`src/rtl/dmi_pass_initiator_if.sv`:
```
// Signal bundle between the DMI password initiator and its TAP/checker environment.
// master: the initiator itself; slave: the TAP data path and password checker.
interface dmi_pass_initiator_if;
    logic        tdi_i;
    logic        shift_en_i;
    logic        update_i;
    logic        lock_i;
    logic        pass_chk_i;
    logic [31:0] data_d_o;
    logic        unlocked_o;
    logic        busy_o;
    logic        fail_o;
    logic        locked_out_o;
    logic [1:0]  attempts_o;

    modport master (
        input  tdi_i, shift_en_i, update_i, lock_i, pass_chk_i,
        output data_d_o, unlocked_o, busy_o, fail_o, locked_out_o, attempts_o
    );

    modport slave (
        output tdi_i, shift_en_i, update_i, lock_i, pass_chk_i,
        input  data_d_o, unlocked_o, busy_o, fail_o, locked_out_o, attempts_o
    );
endinterface

```
`src/rtl/dmi_pass_initiator.sv`:
```
// DMI JTAG password unlock initiator: serial candidate capture, timed check, unlock/lockout FSM.
// Define DMI_PASS_LOCKOUT_EN to build attempt counting and the LOCKOUT state.
module dmi_pass_initiator #(
    parameter int CHK_LAT        = 2,
    parameter int MAX_ATTEMPTS   = 3,
    parameter int LOCKOUT_CYCLES = 1024
) (
    input  logic                  clk_i,
    input  logic                  rst_i,
    dmi_pass_initiator_if.master  bus
);

    localparam int CW = (CHK_LAT > 1) ? $clog2(CHK_LAT) : 1;

    typedef enum logic [1:0] {IDLE, CHECK, UNLOCKED, LOCKOUT} state_t;

    state_t        state_q, state_d;
    logic [31:0]   sr_q, sr_d;
    logic [5:0]    cnt_q, cnt_d;
    logic [CW-1:0] hold_q, hold_d;
    logic          failed;
    logic [31:0]   data_q;
    logic          unlocked_q;
    logic          busy_q;
    logic          fail_q;

`ifdef DMI_PASS_LOCKOUT_EN
    localparam int AW = $clog2(MAX_ATTEMPTS + 1);
    localparam int LW = (LOCKOUT_CYCLES > 1) ? $clog2(LOCKOUT_CYCLES) : 1;

    logic [AW-1:0] att_q, att_d, att_inc;
    logic [LW-1:0] lcnt_q, lcnt_d;
    logic          locked_q;
    logic [1:0]    attempts_q;

    function automatic logic [1:0] sat_attempts(input logic [AW-1:0] a);
        logic [31:0] w;
        w = 32'(a);
        return (w > 32'd3) ? 2'd3 : w[1:0];
    endfunction
`endif

    always_comb begin
        state_d = state_q;
        sr_d    = sr_q;
        cnt_d   = cnt_q;
        hold_d  = hold_q;
        failed  = 1'b0;
`ifdef DMI_PASS_LOCKOUT_EN
        att_d   = att_q;
        lcnt_d  = lcnt_q;
        att_inc = att_q + AW'(1);
`endif
        case (state_q)
            IDLE: begin
                if (bus.lock_i) begin
                    sr_d  = '0;
                    cnt_d = '0;
                end else begin
                    // Shift first so a same-cycle update sees the post-shift count
                    if (bus.shift_en_i) begin
                        sr_d = {bus.tdi_i, sr_q[31:1]};
                        if (cnt_q != 6'd32)
                            cnt_d = cnt_q + 6'd1;
                    end
                    if (bus.update_i) begin
                        if (cnt_d == 6'd32) begin
                            state_d = CHECK;
                            hold_d  = CW'(CHK_LAT - 1);
                        end else begin
                            failed = 1'b1;
                        end
                    end
                end
            end
            CHECK: begin
                if (bus.lock_i) begin
                    state_d = IDLE;
                    sr_d    = '0;
                    cnt_d   = '0;
                end else if (hold_q == '0) begin
                    if (bus.pass_chk_i) begin
                        state_d = UNLOCKED;
                        sr_d    = '0;
                        cnt_d   = '0;
`ifdef DMI_PASS_LOCKOUT_EN
                        att_d   = '0;
`endif
                    end else begin
                        failed = 1'b1;
                    end
                end else begin
                    hold_d = hold_q - CW'(1);
                end
            end
            UNLOCKED: begin
                if (bus.lock_i)
                    state_d = IDLE;
            end
`ifdef DMI_PASS_LOCKOUT_EN
            LOCKOUT: begin
                if (lcnt_q == '0) begin
                    state_d = IDLE;
                    att_d   = '0;
                end else begin
                    lcnt_d = lcnt_q - LW'(1);
                end
            end
`endif
            default: state_d = IDLE;
        endcase

        if (failed) begin
            sr_d  = '0;
            cnt_d = '0;
`ifdef DMI_PASS_LOCKOUT_EN
            att_d = att_inc;
            if (att_inc >= AW'(MAX_ATTEMPTS)) begin
                state_d = LOCKOUT;
                lcnt_d  = LW'(LOCKOUT_CYCLES - 1);
            end else begin
                state_d = IDLE;
            end
`else
            state_d = IDLE;
`endif
        end
    end

    always_ff @(posedge clk_i) begin
        if (rst_i)
            state_q <= IDLE;
        else
            state_q <= state_d;
    end

    // Outputs are decoded from the next state so they change together with it
    always_ff @(posedge clk_i) begin
        if (rst_i) begin
            sr_q       <= '0;
            cnt_q      <= '0;
            hold_q     <= '0;
            data_q     <= '0;
            unlocked_q <= 1'b0;
            busy_q     <= 1'b0;
            fail_q     <= 1'b0;
        end else begin
            sr_q       <= sr_d;
            cnt_q      <= cnt_d;
            hold_q     <= hold_d;
            data_q     <= (state_d == CHECK) ? sr_d : '0;
            unlocked_q <= (state_d == UNLOCKED);
            busy_q     <= (state_d == CHECK) || (state_d == LOCKOUT);
            fail_q     <= failed;
        end
    end

`ifdef DMI_PASS_LOCKOUT_EN
    always_ff @(posedge clk_i) begin
        if (rst_i) begin
            att_q      <= '0;
            lcnt_q     <= '0;
            locked_q   <= 1'b0;
            attempts_q <= '0;
        end else begin
            att_q      <= att_d;
            lcnt_q     <= lcnt_d;
            locked_q   <= (state_d == LOCKOUT);
            attempts_q <= sat_attempts(att_d);
        end
    end

    assign bus.locked_out_o = locked_q;
    assign bus.attempts_o   = attempts_q;
`else
    assign bus.locked_out_o = 1'b0;
    assign bus.attempts_o   = 2'd0;
`endif

    assign bus.data_d_o   = data_q;
    assign bus.unlocked_o = unlocked_q;
    assign bus.busy_o     = busy_q;
    assign bus.fail_o     = fail_q;

endmodule

```
`src/flat_wrapper.sv`:
```
// flat-port wrapper written by rule: the top's interface ports become plain ports
module dmi_pass_initiator_flat 
#(
    parameter int CHK_LAT        = 2,
    parameter int MAX_ATTEMPTS   = 3,
    parameter int LOCKOUT_CYCLES = 1024
)
  (clk_i, rst_i, bus_tdi_i, bus_shift_en_i, bus_update_i, bus_lock_i, bus_pass_chk_i, bus_data_d_o, bus_unlocked_o, bus_busy_o, bus_fail_o, bus_locked_out_o, bus_attempts_o);
  dmi_pass_initiator_if bus_i ();
  input  logic clk_i;
  input  logic rst_i;
  input wire logic [$bits(bus_i.tdi_i)-1:0] bus_tdi_i;
  input wire logic [$bits(bus_i.shift_en_i)-1:0] bus_shift_en_i;
  input wire logic [$bits(bus_i.update_i)-1:0] bus_update_i;
  input wire logic [$bits(bus_i.lock_i)-1:0] bus_lock_i;
  input wire logic [$bits(bus_i.pass_chk_i)-1:0] bus_pass_chk_i;
  output wire logic [$bits(bus_i.data_d_o)-1:0] bus_data_d_o;
  output wire logic [$bits(bus_i.unlocked_o)-1:0] bus_unlocked_o;
  output wire logic [$bits(bus_i.busy_o)-1:0] bus_busy_o;
  output wire logic [$bits(bus_i.fail_o)-1:0] bus_fail_o;
  output wire logic [$bits(bus_i.locked_out_o)-1:0] bus_locked_out_o;
  output wire logic [$bits(bus_i.attempts_o)-1:0] bus_attempts_o;
  assign bus_i.tdi_i = bus_tdi_i;
  assign bus_i.shift_en_i = bus_shift_en_i;
  assign bus_i.update_i = bus_update_i;
  assign bus_i.lock_i = bus_lock_i;
  assign bus_i.pass_chk_i = bus_pass_chk_i;
  assign bus_data_d_o = bus_i.data_d_o;
  assign bus_unlocked_o = bus_i.unlocked_o;
  assign bus_busy_o = bus_i.busy_o;
  assign bus_fail_o = bus_i.fail_o;
  assign bus_locked_out_o = bus_i.locked_out_o;
  assign bus_attempts_o = bus_i.attempts_o;
  dmi_pass_initiator #(.CHK_LAT(CHK_LAT), .MAX_ATTEMPTS(MAX_ATTEMPTS), .LOCKOUT_CYCLES(LOCKOUT_CYCLES)) u_core (.clk_i(clk_i), .rst_i(rst_i), .bus(bus_i));
endmodule
```
`config.mk`:
```
export PLATFORM = sky130hd
export DESIGN_NAME = dmi_pass_initiator_flat
export DESIGN_NICKNAME = d
export VERILOG_FILES = /design/src/rtl/dmi_pass_initiator_if.sv /design/src/rtl/dmi_pass_initiator.sv /design/src/flat_wrapper.sv
export SDC_FILE = /design/constraint.sdc
export NUM_CORES = 1
export LEC_CHECK = 0
export ABC_AREA = 1
export BUFFER_PORTS_ARGS = -buffer_cell sky130_fd_sc_hd__buf_2
export CAP_MARGIN = 20
export CORE_MARGIN = 2
export CORE_UTILIZATION = 37
export CTS_BUF_LIST = sky130_fd_sc_hd__clkbuf_4
export DETAILED_ROUTE_END_ITERATION = 8
export GPL_ROUTABILITY_DRIVEN = 0
export SLEW_MARGIN = 30
export SYNTH_ARGS = -nofsm -noshare
export SYNTH_HDL_FRONTEND = slang
export SYNTH_SLANG_ARGS = --single-unit
export TNS_END_PERCENT = 5
```
`constraint.sdc`:
```
create_clock -name clk_i -period 2.5 [get_ports clk_i]
set_input_delay 0.25 -clock clk_i [delete_from_list [all_inputs] [get_ports clk_i]]
set_output_delay 0.25 -clock clk_i [all_outputs]
set_load 0.005 [all_outputs]
```
==> impl_metrics.yaml, run 1 <==
timing:
  min_period_over_period_pct: 84.7
  worst_slew_pin_slew_ns: 0.637
  setup_viol: 0
  hold_viol_final: 0
  slew_headroom_pct: 57.4
  drv_slew: 0
  fin_worst_skew_ns: 0.00789
  rsz0062_at_grt: "false"
  fin_crit_ns: 2.12
  clock.fmax_mhz: 472
  final.setup.worst_slack_ns: 0.381
  setup_tns_ns: 0
detailed_routing:
  drt_wl_total_um: 6000
  dr.pass1.iters: 4
  post_drt_wl_per_cell_um: 11.2
  remaining_drc_errors: 0
  drtAntennaViolNets: 0
  drtIter0Drc: 85
  vias: 2504
  viasPerCell: 4.65
place:
  port_buffers: 41
  dp_hpwl_um: 4140
  pre_cts_slack_ns: 0.199
min_path:
  min_path_type: "input pin to flop"
  hp-start: "bus_lock_i"
worst_setup_path:
  reg2reg_from: "u_core.cnt_q[0]"
  cp_cell_sequence: "inv_1 -> ha_1 -> o21ai_2 -> nand3_1 -> nor2_2 -> nand2_2 -> a21oi_4 -> buf_4 -> nand2_4 -> a21oi_1"
  cp_slowest_cell: "dfxtp_1"
  required_ns: 2.84
  critPathKind: "flop to flop"
  cp.arrival_ns: 2.45
  path_delay_family: "simple AND/OR/NAND/NOR gates"
  end_kind: "flop"
  startpoint_type: "flop"
  worst-path-max-fanout: 22
  critPathMaxStageDelay_ns: 0.39
  startpoint: "u_core.cnt_q[0]"
  path_buf_inv: 2
global_route:
  grt_pass1_wl_um: 10300
  grt_overflow: 0
  grt_max_degree: 23
  grt_pass1_vias: 2292
  grt_util_all_layers_pct: 14.6
  antenna_found_initial: 0
run:
  max_cap_violations: 0
logic_synthesis:
  syn_area_mm2: 0.00309
  avgSynthCellArea_um2: 7.94
  ys_ff_latch: 76
  syn_inst: 389
  ys_types: 35
  seq_area_frac_synth_pct: 49.2
  yosysWarnings: 0
clocking:
  cts_inserted_buffers: 9
  root_buffer: "clkbuf_4"
  cts.sinks: 76
  cts.hold.buffers_added: 0
  htree_levels: 3
  cts_tree: "yes"
  clk_path_buf_depth: 2
  cts.reportedPaths.clkPinSlew_ns: 0.11
  clk_latency_ns: 0.40
cells_and_area:
  utilization_pct: 42.4
  fill_cells: 880
  regArea_mm2: 0.00152
  nets: 437
  area_growth_pct: 12.1
  drive_gt1_share_pct: 21.2
  multi_input_area_mm2: 0.00126
  antenna_cells: 0
floorplan:
  ioPinCount: 45
  die_h_um: 95.4
  core-area_mm2: 0.00818
  die_width_um: 95.4
  fp-row-count: 33
  floorplan.initialDensity_pct: 37.8
  die-area_mm2: 0.00910
power_and_ir_drop:
  p_leak_uw: 0.00158
  ir_drop_v: 0.000284
  powerDensity_mw_per_mm2: 552
  finalPower_uw: 1910
outcome:
  outcome: "finished clean"
## kinds of logic after synthesis
| family | count (synthesis) | share of synthesized area (%) |
|---|---|---|
| AO/OA/AOI/OAI | 52 | 12.2 |
| XOR/XNOR | 1 | 0.283 |
| adder cells (fa/ha/maj) | 2 | 0.810 |
| buffers and inverters | 66 | 10.4 |
| flip-flops | 76 | 49.2 |
| other | 1 | 0.121 |
| AND/OR/NAND/NOR | 191 | 27.0 |
## layout by cell type, fill, tap and decap left out, types with 5 or more instances in the layout
cell type,Yosys,routed
buf_2,7,41
a21oi_1,8,8
o21ai_0,5,5
nor2_2,17,17
a32oi_1,10,10
a21boi_0,14,14
nor2_1,61,61
o31ai_1,6,6
buf_4,5,8
inv_1,40,40
dfxtp_1,76,76
clkbuf_4,0,10
nand2_1,76,76
nand3_1,26,26
## metal layers
metal	vias to the layer above	global-route usage, %	wire [um]
li1	1307	-	-
met1	1142	18.4	2900
met2	50	24.5	2770
met3	5	3.08	255
met4	0	5.71	71
met5	-	0	0
## worst reg2reg max path, cell delays in order, from the launching register on
cell and delay (ns):
dfxtp_1 0.39, inv_1 0.11, ha_1 0.32, o21ai_2 0.16, nand3_1 0.11, nor2_2 0.14
nand2_2 0.08, a21oi_4 0.17, buf_4 0.23, nand2_4 0.18, a21oi_1 0.16
## flip-flops by register name, indices dropped and copies added, names as in the netlist
signal	count
u_core.bus.fail_o	1
u_core.sr_q	32
u_core.state_q	2
u_core.bus.unlocked_o	1
u_core.hold_q	1
u_core.bus.data_d_o	32
u_core.cnt_q	6
u_core.bus.busy_o	1
## final timing paths
| path | end | slack [ns] | depth (start not counted) |
|---|---|---|---|
| worst max register to register | u_core.cnt_q[2] | 0.38 | 10 |
| worst min-delay path | u_core.cnt_q[1] | 0.20 | 4 |
| worst max-delay path | u_core.cnt_q[2] | 0.38 | 10 |
| worst min register to register | u_core.cnt_q[4] | 0.53 | 2 |
## cell usage after synthesis
master / instances / area, um2
a32oi_1: 10 / 87.6
ha_1: 2 / 25.0
nand2_1: 76 / 285
o21ai_1: 2 / 10.0
o31ai_1: 6 / 45.0
nor2_2: 17 / 106
nand3_4: 1 / 17.5
nor3_1: 2 / 10.0
clkbuf_1: 5 / 18.8
buf_1: 1 / 3.75
nor2_4: 1 / 11.3
inv_1: 40 / 150
a21boi_0: 14 / 105
or2_2: 1 / 6.26
a21oi_4: 1 / 16.3
buf_2: 7 / 35.0
a21oi_1: 8 / 40.0
nand2_2: 2 / 12.5
conb_1: 1 / 3.75
o21ai_2: 1 / 8.76
dfxtp_1: 76 / 1520
buf_6: 6 / 67.6
nor4_1: 1 / 6.26
o21a_1: 2 / 15.0
buf_4: 5 / 37.5
a21oi_2: 1 / 8.76
a22oi_1: 1 / 7.51
inv_2: 2 / 7.51
o21bai_1: 1 / 7.51
o21ai_0: 5 / 25.0
nor2_1: 61 / 229
xor2_1: 1 / 8.76
nand3b_1: 1 / 7.51
nand4_1: 2 / 12.5
nand3_1: 26 / 130
## where the power goes
part	total (uW)	leakage, uW	switching, uW	internal [uW]
Combinational	93.4	0.000906	69.7	23.7
Sequential	1210	0.000612	1.55	1210
Clock	604	0.0000634	398	206
## cell type report
cell class	count	share of cell area, %
multi-input cells	249	36.4
clock buffers	10	2.17
well taps	105	3.79
clock inverters	6	0.903
repair buffers	50	8.24
inverters	42	4.55
flip-flops and latches	76	43.9
## timing repair
item | 4_1_cts | 5_1_grt
setup buffers | 0 | 0
gates resized for setup | 0 | 1
setup endpoints to repair | 0 | 6
endpoints found under the hold margin | 0 | 0
## stage by stage
step,cells,hold slack (ns),instance area (um2)
after global placement,522,0.505,3350
after detailed placement,522,0.511,3350
final,538,0.200,3460
after CTS,538,0.171,3460
after global routing,538,0.250,3460
after floorplan,391,0.466,3100
Power figures use the tool's default switching activity.
==> run 2, diff against run 1 <==
--- a/config.mk
+++ b/config.mk
@@ -5,7 +5,7 @@
 export SDC_FILE = /design/constraint.sdc
 export NUM_CORES = 1
 export LEC_CHECK = 0
-export ABC_AREA = 1
+export ABC_AREA = 0
 export BUFFER_PORTS_ARGS = -buffer_cell sky130_fd_sc_hd__buf_2
 export CAP_MARGIN = 20
 export CORE_MARGIN = 2
==> constraint.sdc (replaced) <==
create_clock -name clk_i -period 1.8 [get_ports clk_i]
set_input_delay 0.18 -clock clk_i [delete_from_list [all_inputs] [get_ports clk_i]]
set_output_delay 0.18 -clock clk_i [all_outputs]
set_load 0.005 [all_outputs]
==> run 2 against run 1 <==
The flow now finishes with violations (setup timing). Global-route usage increased by 0.81 points. Synthesized cell count shrank 28%. Utilization up 5.5 points. Clock skew rose by 0.0034 ns. Maximum frequency grew 8.2%. First-iteration DRC count up 67%. Critical path type unchanged.
==> impl_metrics.yaml, run 2 <==
power_and_ir_drop:
  ir_drop_v: 0.000471
  powerDensity_mw_per_mm2: 793
  p_leak_uw: 0.00136
timing:
  rsz0062_at_grt: "true"
  clock.fmax_mhz: 511
  fin_worst_skew_ns: 0.0113
  drv_slew: 0
  setup_viol: 63
  whs_ns: 0.0328
  final.setup.worst_slack_ns: -0.158
  fin_crit_ns: 1.96
  min_period_over_period_pct: 109
  hold_viol_final: 0
logic_synthesis:
  synth_edf_count: 0
  avgSynthCellArea_um2: 10.3
  synth_ff_type: "dfxtp_1"
  syn_inst: 279
  yosysWarnings: 0
  synth_area_leader_cell: "dfxtp_1"
  seq_area_frac_synth_pct: 52.9
  ys_top_cells_by_count: "dfxtp_1, a21oi_1, a22oi_1"
  ys_ff_latch: 76
  ys_top_cells_by_area: "dfxtp_1, a22oi_1, nor3b_2, a21oi_1, nor3b_1"
  ys_types: 39
  yosysMostFrequentCell: "dfxtp_1"
  async_reset_ff_share_pct: 0
  syn_area_mm2: 0.00287
  synth_top_area_share_pct: 52.9
clocking:
  cts_tree: "yes"
  cts.sinks: 76
  cts_inserted_buffers: 9
  clk_latency_ns: 0.41
  clk_path_buf_depth: 2
  root_buffer: "clkbuf_4"
  cts.reportedPaths.clkPinSlew_ns: 0.12
  htree_levels: 3
detailed_routing:
  viasPerCell: 5.09
  post_drt_wl_per_cell_um: 13.9
  drtIter0Drc: 142
  vias: 2246
  drt_wl_total_um: 6130
  remaining_drc_errors: 0
  dr.pass1.iters: 4
  drtAntennaViolNets: 0
cells_and_area:
  drive_gt1_share_pct: 39.2
  antenna_cells: 0
  layout_common_cells: "dfxtp_1, buf_2, a22oi_1"
  stdcell_area_mm2: 0.00364
  nets: 343
  area_growth_pct: 26.7
  final_common_cell: "dfxtp_1"
  fill_cells: 741
place:
  port_buffers: 41
  dp_hpwl_um: 3830
  placed_area_mm2: 0.00333
min_path:
  min_path_type: "input pin to flop"
global_route:
  grt_util_all_layers_pct: 15.4
  grt_overflow: 0
  grt_max_degree: 39
  grt_pass1_vias: 2174
  antenna_found_initial: 0
  grt_pass1_wl_um: 10400
worst_setup_path:
  cp.arrival_ns: 2.30
  end_kind: "flop"
  startpoint_type: "flop"
  worst-path-max-fanout: 8
  critPathKind: "flop to flop"
  required_ns: 2.14
outcome:
  outcome: "finished, violations left"
  violations: "setup timing"
floorplan:
  die_width_um: 92.1
  ioPinCount: 45
  die_h_um: 92.1
  core-area_mm2: 0.00761
  die-area_mm2: 0.00849
  floorplan.initialDensity_pct: 37.8
  fp-row-count: 32
run:
  max_cap_violations: 0
-- run 2: cell count changes after synthesis, sizes merged, moves of 4 or more --
cell	before	now
a21oi	10	38
nand2	78	12
a21boi	14	4
clkbuf	5	10
nor3	2	6
nand3	27	6
a32oi	10	0
inv	42	5
nor2	79	9
a22oi	1	33
buf	19	15
nor3b	0	33
o31ai	6	0
-- run 2: path summary, 6_finish.rpt --
kind,start,end,slack (ns),cells past startpoint
worst min register to register,u_core.hold_q,u_core.hold_q,0.49,2
worst min-delay path,rst_i,u_core.bus.unlocked_o,0.03,2
worst max-delay path,u_core.cnt_q[1],u_core.sr_q[5],-0.16,9
worst max register to register,u_core.cnt_q[1],u_core.sr_q[5],-0.16,9
-- run 2: worst max-delay path: stages (launching register included) --
cell and delay, ns:
dfxtp_4 0.36, inv_2 0.04, ha_4 0.22, mux2_4 0.25, a311oi_2 0.21, a2bb2oi_2 0.20, buf_4 0.15, a21oi_4 0.09
clkbuf_16 0.18, nor3b_1 0.18
-- run 2: metrics by stage --
stage | total power [uW] | std cells | TNS (ns) | worst slack (ns) | util, %
floorplan | 1830 | 281 | -4.37 | -0.105 | -
global placement | 1880 | 421 | -3.70 | -0.103 | 43.8
detailed placement | 1880 | 421 | -5.17 | -0.161 | 43.8
CTS | 2910 | 439 | -3.33 | -0.113 | 46.8
global route | 3020 | 441 | -12.11 | -0.253 | 47.9
finish | 2890 | 441 | -4.55 | -0.158 | 47.9
-- run 2: power breakdown --
| part | leakage, uW | total [uW] | switching [uW] | internal, uW |
|---|---|---|---|---|
| Combinational | 0.000673 | 175 | 96.8 | 77.9 |
| Clock | 0.0000721 | 1030 | 590 | 438 |
| Sequential | 0.000614 | 1680 | 2.05 | 1680 |
-- run 2: layer usage --
metal  GRT usage (%)  part of all wire [%]  vias to the layer above
li1                -                     -                     1128
met1            20.1                    48                     1063
met2            24.7                    47                       45
met3            3.20                   3.5                       10
met4            6.84                   1.7                        0
met5               0                     0                        -
-- run 2: layout make-up --
type / count / area [um2] / area share (%)
clock inverter: 6 / 62.6 / 1.72
sequential: 76 / 1530 / 42.0
multi-input combinational: 175 / 1340 / 36.9
clock buffer: 10 / 75.1 / 2.06
timing repair buffer: 67 / 483 / 13.3
inverter: 5 / 21.3 / 0.584
tap: 102 / 128 / 3.51
-- run 2: cell families after synthesis --
kind of cell / after synthesis / synth area share (%)
AOI/OAI and AO/OA: 93 / 21.3
xor gates and xnor gates: 1 / 0.305
adders and majority gates: 2 / 0.871
buffers and inverters: 30 / 5.70
DFF: 76 / 52.9
muxes: 1 / 0.392
other: 1 / 0.130
and+or+nand+nor: 75 / 18.3
-- run 2: repair_timing --
| item | CTS | global route |
|---|---|---|
| endpoints found under the setup margin | 70 | 74 |
| cloned | 0 | 1 |
| pin swaps | 5 | 16 |
| hold endpoints to repair | 2 | 0 |
| buffers inserted | 1 | 1 |
| hold buffers | 1 | 0 |
| gates resized for setup | 16 | 11 |
